===== src/rtl/switch_pkg.sv =====
// Shared switch-path constants and vector type, common to the debouncer and
// the downstream switch_driver integration.
package switch_pkg;

  localparam int SW_N_CH_DEFAULT     = 2;
  localparam int SW_DEBOUNCE_DEFAULT = 1000;

  typedef logic [SW_N_CH_DEFAULT-1:0] sw_vec_t;

endpackage


===== src/rtl/sync_2ff.sv =====
// Single-bit two-flop synchroniser for an asynchronous input.
// Both stages clear to 0 on reset.
module sync_2ff (
  input  logic i_clk,
  input  logic i_rst_n,
  input  logic i_d,
  output logic o_q
);

  logic sync1_reg;
  logic sync2_reg;

  always_ff @(posedge i_clk or negedge i_rst_n) begin
    if (!i_rst_n) begin
      sync1_reg <= 1'b0;
      sync2_reg <= 1'b0;
    end else begin
      sync1_reg <= i_d;
      sync2_reg <= sync1_reg;
    end
  end

  assign o_q = sync2_reg;

endmodule


===== src/rtl/switch_debouncer.sv =====
// Per-channel synchroniser + stability-counter debouncer for raw switch inputs.
// Define SWITCH_DEBOUNCER_EDGE_EN to build the o_rise/o_fall pulse registers.
module switch_debouncer
  import switch_pkg::*;
#(
  parameter int N_CH            = SW_N_CH_DEFAULT,
  parameter int DEBOUNCE_CYCLES = SW_DEBOUNCE_DEFAULT
) (
  input  logic            i_clk,
  input  logic            i_rst_n,
  input  logic [N_CH-1:0] i_sw_raw,
  output logic [N_CH-1:0] o_sw_clean,
  output logic [N_CH-1:0] o_rise,
  output logic [N_CH-1:0] o_fall
);

  localparam int            CW       = $clog2(DEBOUNCE_CYCLES + 1);
  localparam logic [CW-1:0] CNT_LAST = CW'(DEBOUNCE_CYCLES - 1);

  logic [N_CH-1:0] sync2;

  for (genvar gi = 0; gi < N_CH; gi++) begin : g_ch
    logic          clean_reg;
    logic [CW-1:0] cnt_reg;
    logic          accept;

    sync_2ff u_sync (
      .i_clk   (i_clk),
      .i_rst_n (i_rst_n),
      .i_d     (i_sw_raw[gi]),
      .o_q     (sync2[gi])
    );

    // A new level is taken only after D consecutive mismatching samples.
    assign accept = (sync2[gi] != clean_reg) && (cnt_reg == CNT_LAST);

    always_ff @(posedge i_clk or negedge i_rst_n) begin
      if (!i_rst_n) begin
        clean_reg <= 1'b0;
        cnt_reg   <= '0;
      end else if (sync2[gi] == clean_reg) begin
        cnt_reg <= '0;
      end else if (accept) begin
        clean_reg <= sync2[gi];
        cnt_reg   <= '0;
      end else begin
        cnt_reg <= cnt_reg + CW'(1);
      end
    end

    assign o_sw_clean[gi] = clean_reg;

`ifdef SWITCH_DEBOUNCER_EDGE_EN
    logic rise_reg;
    logic fall_reg;

    always_ff @(posedge i_clk or negedge i_rst_n) begin
      if (!i_rst_n) begin
        rise_reg <= 1'b0;
        fall_reg <= 1'b0;
      end else begin
        rise_reg <= accept &&  sync2[gi];
        fall_reg <= accept && !sync2[gi];
      end
    end

    assign o_rise[gi] = rise_reg;
    assign o_fall[gi] = fall_reg;
`endif
  end

`ifndef SWITCH_DEBOUNCER_EDGE_EN
  assign o_rise = '0;
  assign o_fall = '0;
`endif

endmodule


===== config.mk =====
export PLATFORM = sky130hd
export DESIGN_NAME = switch_debouncer
export DESIGN_NICKNAME = d
export VERILOG_FILES = /design/src/rtl/switch_pkg.sv /design/src/rtl/sync_2ff.sv /design/src/rtl/switch_debouncer.sv
export SDC_FILE = /design/constraint.sdc
export NUM_CORES = 1
export LEC_CHECK = 0
export CAP_MARGIN = 20
export CORE_ASPECT_RATIO = 1.5
export CORE_UTILIZATION = 41
export CTS_CLUSTER_SIZE = 14
export DETAILED_ROUTE_END_ITERATION = 8
export GPL_TIMING_DRIVEN = 1
export SLEW_MARGIN = 10
export SYNTH_ARGS = -nofsm -noshare
export SYNTH_HDL_FRONTEND = slang
export SYNTH_HIERARCHICAL = 1
export SYNTH_SLANG_ARGS = --single-unit
export TNS_END_PERCENT = 1

===== constraint.sdc =====
create_clock -name i_clk -period 2.6 [get_ports i_clk]
set_clock_uncertainty 0.2 [all_clocks]
set_input_delay 0.52 -clock i_clk [delete_from_list [all_inputs] [get_ports i_clk]]
set_output_delay 0.52 -clock i_clk [all_outputs]
set_load 0.02 [all_outputs]

==> results of run 1 <==
## kinds of logic after synthesis
kind of cell,share of synthesized area (%)
compound gates,11.8
xor+xnor,6.34
fa+ha+maj,2.01
buf+inv,5.13
flops,52.3
mux,1.81
other cells,0.302
simple gates,20.3
## worst paths after layout
path,endpoint,slack [ns],cells after the start
max,o_sw_clean[0],0.57,1
min,g_ch[0].u_sync/o_q,0.15,0
max reg2reg,g_ch[1].cnt_reg[9],0.79,4
min reg2reg,g_ch[0].u_sync/o_q,0.15,0
max in group asynchronous,g_ch[1].cnt_reg[5],1.54,2
min in group asynchronous,g_ch[0].cnt_reg[7],0.41,2
## power groups by stage
stage	Clock [mW]	Sequential [mW]	Combinational [mW]
floorplan	0	0.430	0.0293
CTS	0.340	0.424	0.0436
global route	0.356	0.426	0.0493
global placement	0	0.431	0.0422
finish	0.329	0.424	0.0423
detailed placement	0	0.432	0.0432
## layout by cell type, fill, tap and decap left out
master	instances
and4bb_2	1
nand4bb_1	1
o31ai_2	1
nand2_1	7
dfrtp_1	26
o221a_2	1
ha_1	2
and3_1	1
nor3_1	1
xor2_1	5
inv_1	5
or4bb_2	1
xnor2_1	4
or4_1	4
buf_4	1
o21ai_0	4
nand3_1	7
a21boi_0	1
a21oi_1	6
o31ai_1	2
o211ai_1	3
or3_1	4
or3_2	1
nand4_1	4
mux2_2	2
and4_1	1
nand3_2	1
conb_1	4
clkbuf_8	3
clkdlybuf4s50_1	5
a31oi_1	3
nor2_1	10
a31o_2	1
bufinv_16	1
## final cells by class
class	count	area, sq um
fill	283	1500
clock buffer	3	41.3
clock inverter	1	30.0
inverter	5	18.8
timing repair buffer	6	57.6
tap	39	48.8
sequential	26	651
multi-input combinational	83	541
## per-layer routing
metal	vias to the layer above	routed length [um]	GRT usage, %
met5	-	0	0
li1	434	-	-
met4	0	10	5.71
met3	2	32	2.34
met1	461	877	15.8
met2	5	1190	27.8
==> results by group, run 1 <==
Run status
  – Outcome: complete, no violations

Drt
  – Drt pass-1 iters: 4
  – Number of DRC markers in iteration 0: 26
  – Final wirelength: approximately 2.1 mm
  – Vias: approximately 900
  – Wire per inst: roughly 13 um
  – Post-route DRC violation count: 0
  – Drt via density: 5.53
  – Antenna-violating nets left: 0

STA
  – Setup ws final: between 0.5 and 0.6 ns
  – F_max: between 400 and 500 MHz
  – Crit path time final: between 2 and 2.5 ns
  – Final setup violation count: 0
  – Max-slew violations: 0
  – Fin Setup TNS: 0 ns
  – Min Hold Slack: 0.154 ns
  – Worst Tran Pin Value: slightly above 0.5 ns
  – Final period util: between 70% and 80%
  – Relative slew slack: about two thirds
  – Final Hold Violating Endpoints: 0
  – RSZ-0062 raised after global routing: false

Job
  – Max-cap viol count: 0

Setup path
  – Crit Path Class: reg2out
  – Worst EP arrival: ~1.3 ns
  – Crit-path cells: clkdlybuf4s50_1
  – Crit path largest cell delay: approximately 0.63 ns
  – Worst Setup SP: g_ch[0].clean_reg
  – Worst path top cell family by delay: buffers and inverters
  – Setup crit start kind: flip-flop
  – Crit-path slowest cell: clkdlybuf4s50_1
  – CP max FO: 4
  – Worst Setup End Kind: output pin
  – Reg2Reg Launch Point: g_ch[1].cnt_reg[0]
  – Worst EP required: between 1.5 and 2 ns
  – CP Buf/Inv Count: 1

Power
  – Int Power: approximately 640 uW
  – Clk pwr share: between 40% and 50%
  – Max rail drop VDD: between 0.0004 and 0.0005 V
  – Leakage power: between 0.5 and 0.6 nW
  – Sw Pwr: 159 uW
  – Sw Ratio: 20.0%
  – Reg power frac: between 50% and 60%
  – Total power: about 800 uW
  – Combinational Power Share: roughly 5.3%
  – PwrDens: about 570 nW/um^2

Placed design
  – Placed Area: ~1300 sq um
  – Post-detail-place hpwl: about 1.6 mm
  – IO buf count: 5
  – Pre-CTS WS: ~0.78 ns
  – Dpl cells: between 150 and 200
  – GPL Wtd Cong: approximately 0.75

Clock network
  – CTS tree: built
  – Clk buf depth: 2
  – Clock slew at reported path FFs: 0.09 ns
  – Clk_lat worst skew: 0.27 ns
  – Total CTS buffers: 3
  – Post-CTS setup buffer count: 0
  – CTS Hold Bufs: 0
  – Post-CTS sizing: 0
  – Clock root buffer: clkbuf_8
  – Clock sink total: 26
  – H-tree depth: 1

Min path
  – Hold path start: g_ch[0].u_sync/sync1_reg
  – HP Class: reg2reg

Logic synthesis
  – Most common flop cell mapped by yosys: dfrtp_1
  – Cells after Synth: 117
  – Count leader, synth: dfrtp_1
  – Largest area contributor in the netlist: dfrtp_1
  – Largest cells by area after synthesis: dfrtp_1 (52%), buf_4 (3.6%), xor2_1 (3.5%)
  – Synth Cell Area: 1240 sq um
  – Most frequent cells after synthesis: dfrtp_1 (26), nor2_1 (10), nand2_1 (7), nand3_1 (7)
  – Yosys reg bits: 26
  – Post-synth top area share: between 50 and 60%
  – EDFF count, synth: 0
  – Unique masters post-synth: 31
  – Post-synthesis sequential area ratio: 52.3%
  – Yosys warns: 6
  – Syn Area/Cell: 10.6 sq um
  – Fraction of registers with async set/reset: 100%

GRT
  – Gr usage total: between 15 and 20%
  – Grt ovf: 0
  – Largest net degree at the start of global routing: 27
  – First-pass GRT wire length: 3.67 mm
  – Initial antenna violation count: 0
  – Vias in the first global route: 903

Cells and area
  – Nets@finish: approximately 130
  – Antenna Cells: 0
  – Layout cells sized above 1: between 10 and 15%
  – Layout Utilization: roughly 48%
  – Fin cells: between 150 and 200
  – Fin area: 1390 sq um
  – Area grow syn2layout: 11.6%
  – Max reg flops: 20

Die
  – # rows: 24
  – I/O pin cnt: 10
  – Initial Util: a little over two fifths
  – Die W: about 47 um
  – Core area: around 2900 sq um
  – Die area: about 3300 sq um
  – Die Y: between 60 and 70 um
Power figures use the tool's default switching activity.
==> run 2, diff against run 1 <==
Clock period 2.6 ns to 2.1 ns, I/O delays scaled along.
==> run 2 against run 1 <==
  * Non-clock buffer count did not move
  * First-iteration DRC count fell by 19%
  * Sequential power rose by 24%
  * Clock power rose by 22%
  * Count of clock-buffer cells in the layout did not move
  * Total power rose by 23%
  * Die area did not move
  * Worst setup slack got worse by 0.40 ns
  * Global-route usage rose by 0.22 points
  * Critical endpoint unchanged
==> results by group, run 2 (same netlist as run 1, synthesis figures left out) <==
Run status
  – Outcome: complete, no violations

Cells and area
  – Commonest non-fill, non-tap cell in the layout: dfrtp_1
  – Max reg flops: 20
  – # fillers: 271
  – Layout cells sized above 1: between 10% and 20%
  – Nets@finish: around 130
  – Area grow syn2layout: 11.6%
  – Antenna Cells: 0
  – Fin cells: 163
  – Most frequent cells in the layout: dfrtp_1 (26), nor2_1 (10), nand3_1 (7), nand2_1 (7), a21oi_1 (6)

STA
  – Final setup violation count: 0
  – Crit path time final: between 1.5 and 2 ns
  – Final Hold Violating Endpoints: 0
  – Final period util: 91.8%
  – Fin Setup TNS: 0 ns
  – Max-slew violations: 0
  – RSZ-0062 raised after global routing: false
  – F_max: 519 MHz

Setup path
  – CP max FO: 4
  – Crit-path cells: clkdlybuf4s50_1
  – Crit path largest cell delay: just over 0.6 ns
  – Worst path top cell family by delay: buffers and inverters
  – Crit Path Class: reg2out
  – Crit-path slowest cell: clkdlybuf4s50_1
  – Worst path depth: 1
  – Worst Setup SP: g_ch[0].clean_reg
  – Worst Setup End Kind: output pin
  – Worst EP arrival: around 1.3 ns
  – Worst EP required: roughly 1.5 ns
  – R2R depth: 4
  – Reg2Reg Launch Point: g_ch[1].cnt_reg[0]
  – R2R Path End: g_ch[1].cnt_reg[9]
  – Critical Path End: o_sw_clean[0]
  – Reg-to-reg slack, setup: ~0.27 ns
  – Setup crit start kind: flip-flop
  – CP Buf/Inv Count: 1

GRT
  – First-pass GRT wire length: approximately 3.6 mm
  – Initial antenna violation count: 0
  – Grt ovf: 0
  – Largest net degree at the start of global routing: 27
  – Vias in the first global route: between 900 and 1k
  – Gr usage total: ~15%

Die
  – Initial Util: a little over two fifths
  – Die Y: 69.5 um
  – Die W: ~47 um
  – Die area: 3260 sq um
  – I/O pin cnt: 10
  – # rows: 24
  – Core area: roughly 2900 sq um

Clock network
  – Post-CTS sizing: 0
  – Post-CTS setup buffer count: 0
  – Clock root buffer: clkbuf_8
  – H-tree depth: 1
  – Clk buf depth: 2
  – CTS tree: built
  – Total CTS buffers: 3
  – Clock slew at reported path FFs: 0.09 ns
  – CTS Hold Bufs: 0
  – Clk_lat worst skew: ~0.26 ns
  – Clock sink total: 26

Power
  – Max rail drop VDD: 0.000380 V
  – PwrDens: approximately 700 nW/um^2
  – Leakage power: roughly 0.55 nW

Placed design
  – Post-detail-place hpwl: 1.58 mm
  – Dpl cells: approximately 160
  – GPL Wtd Cong: ~0.72
  – IO buf count: 5

Drt
  – Wire per inst: approximately 13 um
  – Number of DRC markers in iteration 0: 21
  – Final wirelength: approximately 2.1 mm
  – Vias: roughly 870
  – Post-route DRC violation count: 0
  – Antenna-violating nets left: 0
  – Drt via density: approximately 5.3
  – Drt pass-1 iters: 3

Min path
  – HP Class: reg2reg
  – Hold path start: g_ch[0].u_sync/sync1_reg
  – Hold path cells: 0

Job
  – Max-cap viol count: 0
[run 2: cell counts in the layout (fill, tap and decap cells not counted)]
Identical to the previous run, type by type.
[run 2: worst min-delay path by stage]
stage / to
after floorplan: g_ch[0].clean_reg
after global placement: g_ch[0].u_sync/o_q
after detailed placement: g_ch[0].u_sync/o_q
after CTS: g_ch[0].u_sync/o_q
after global routing: g_ch[1].u_sync/o_q
final: g_ch[0].u_sync/o_q
[run 2: worst reg2reg max path, delay by kind of cell, from the launching register on]
family / cells / cell delay [ns]
DFF: 1 / 0.40
AOI/OAI and AO/OA: 2 / 0.23
adders and majority gates: 1 / 0.25
and+or+nand+nor: 1 / 0.62
[run 2: metrics by stage]
stage	worst slack [ns]	util [%]	instance area (sq um)	total power, mW	hold WS, ns
6_report	0.172	48.1	1390	0.981	0.155
5_1_grt	0.112	48.1	1390	1.02	0.173
4_1_cts	0.159	48.1	1390	0.996	0.159
3_5_place_dp	0.272	45.7	1320	0.589	0.138
3_3_place_gp	0.353	45.7	1320	0.587	0.133
2_1_floorplan	0.386	-	1250	0.569	-0.0756
[run 2: layout make-up]
class                      instances  area [sq um]  share of cell area, %
clock buffer                       3          41.3                   2.98
sequential                        26           651                   46.9
multi-input combinational         83           541                   39.0
clock inverter                     1          30.0                   2.16
timing repair buffer               6          57.6                   4.15
inverter                           5          18.8                   1.35
tap                               39          48.8                   3.52
[run 2: power by group]
| part | internal [mW] | switching (mW) |
|---|---|---|
| clock network | 0.255 | 0.148 |
| logic | 0.0191 | 0.0335 |
| registers | 0.513 | 0.0115 |
[run 2: per-layer routing]
metal	part of all wire (%)	track usage, %
met1	41	15.5
met2	55	27.2
met3	1.5	2.34
met4	2.6	8.89
met5	0	0
==> RTL change: new RTL, config.mk and constraints of run 2 <==
The package constant `SW_N_CH_DEFAULT` goes from 2 to 4.
--- a/src/rtl/switch_pkg.sv
+++ b/src/rtl/switch_pkg.sv
@@ -2,7 +2,7 @@
 // the downstream switch_driver integration.
 package switch_pkg;
 
-  localparam int SW_N_CH_DEFAULT     = 2;
+  localparam int SW_N_CH_DEFAULT     = 4;
   localparam int SW_DEBOUNCE_DEFAULT = 1000;
 
   typedef logic [SW_N_CH_DEFAULT-1:0] sw_vec_t;
Ports: changed (resized i_sw_raw, o_fall, o_rise and o_sw_clean); port bits go from 10 to 18. No check against the original RTL was run, so the function may have changed too.
==> RTL change against run 2 <==
Final area up 95%; maximum frequency down 2.1%; via count up 98%; global-route usage down 0.56 points; wire length up 93%; synthesized area up 97%; power up 87%; worst setup slack worse by 0.041 ns; sequential cell count up 26; largest power group unchanged.
==> RTL change: results (changes against run 2) <==
run_status:
  status: "complete, no violations"  # unchanged
placement:
  hpwlAfterDp_um: 2760  # was 1580 um
  gp_congestion: 0.729  # was 0.724
  place_ws_ns: 0.306  # was 0.272 ns
  detailed_place.area_um2: 2580  # was 1320 um2
layout:
  fin_nets: 255  # was 131
  stdcell_count: 318  # was 163
  drive_above_1_share_pct: 8.13  # was 11.3%
  largest_reg_flops: 40  # was 20
  syn_to_final_growth_pct: 10.3  # was 11.6%
power_and_ir_drop:
  swShare_pct: 22.8  # was 19.7%
  vdd_drop_max_uv: 378  # was 380 uV
  leakagePower_nw: 1.08  # was 0.555 nW
critical_path:
  r2r_start: "g_ch[3].cnt_reg[0]"  # was g_ch[1].cnt_reg[0]
  endpoint: "o_sw_clean[1]"  # was o_sw_clean[0]
  crit_path_start: "g_ch[1].clean_reg"  # was g_ch[0].clean_reg
  rr_endpoint: "g_ch[3].cnt_reg[3]"  # was g_ch[1].cnt_reg[9]
route:
  met3_length_um: 137  # was 31 um
  drt_iter0_markers: 93  # was 21
  wl_met1_um: 1790  # was 846 um
  routed_via_density: 5.40  # was 5.31
global_routing:
  grt_usage_pct: 14.8  # was 15.3%
  grt_max_degree: 53  # was 27
  grt_pass1_vias: 1691  # was 902
  grt_first_pass_wirelength_um: 7230  # was 3610 um
  grtUsageMet1_pct: 17.1  # was 15.5%
  met2_usage_pct: 24.4  # was 27.2%
synth:
  synthTopCellsByCount: "dfrtp_1, nor2_1, nand2_1, nand3_1"  # unchanged
  postSynthCellCount: 232  # was 117
  yosys.cell_types.count: 28  # was 31
  yosysSeqAreaShare_pct: 53.1  # was 52.3%
  netlist_top_cells_area: "dfrtp_1, xor2_1, buf_4, nor2_1, xnor2_1"  # was dfrtp_1, buf_4, xor2_1, nor2_1, nand3_1
clock_tree:
  numCtsBuffers: 5  # was 3
  clk_latency_ns: 0.30  # was 0.26 ns
  htreeDepth: 2  # was 1
  cts_hold_buf: 1  # was 0
[RTL change: cell count changes after synthesis, moves of 6 or more]
cell and delta:
a21oi_1 +6, xor2_1 +6, dfrtp_1 +26, nand3_1 +6, buf_4 +6, or3_1 +7
nor2_1 +10, inv_1 +6, nand2_1 +8
[RTL change: kinds of logic (layout without fill, tap and decap cells)]
group           Yosys count  in the layout  synth area share [%]
compound gates           44             44                  11.9
xor+xnor                 19             19                  6.79
fa+ha+maj                 4              4                  2.04
buf+inv                  23             30                  5.36
flops                    52             52                  53.1
mux                       4              4                  1.84
other cells               1              8                 0.153
simple gates             85             85                  18.9
[RTL change: worst min path at each step]
stage / startpoint / to / slack (ns) / depth (start not counted)
5_1_grt: g_ch[0].u_sync/sync1_reg / g_ch[0].u_sync/o_q / 0.17 / 0
6_report: g_ch[0].u_sync/sync1_reg / g_ch[0].u_sync/o_q / 0.15 / 0
2_1_floorplan: i_rst_n / g_ch[0].clean_reg / -0.08 / 0
3_3_place_gp: g_ch[0].u_sync/sync1_reg / g_ch[0].u_sync/o_q / 0.13 / 0
3_5_place_dp: g_ch[2].u_sync/sync1_reg / g_ch[2].u_sync/o_q / 0.13 / 0
4_1_cts: g_ch[2].u_sync/sync1_reg / g_ch[2].u_sync/o_q / 0.16 / 0
[RTL change: power groups by stage]
stage	clock network [mW]	logic (mW)	registers [mW]
floorplan	0	0.0707	1.06
global placement	0	0.102	1.07
detailed placement	0	0.103	1.07
CTS	0.717	0.105	1.05
global route	0.755	0.118	1.05
finish	0.687	0.101	1.05
[RTL change: final cells by class]
type	instances	area (um2)
Clock buffer	5	68.8
Clock inverter	3	42.5
Fill cell	570	3080
Inverter	11	41.3
Multi-Input combinational cell	164	1050
Sequential cell	52	1300
Tap cell	72	90.1
Timing Repair Buffer	11	115
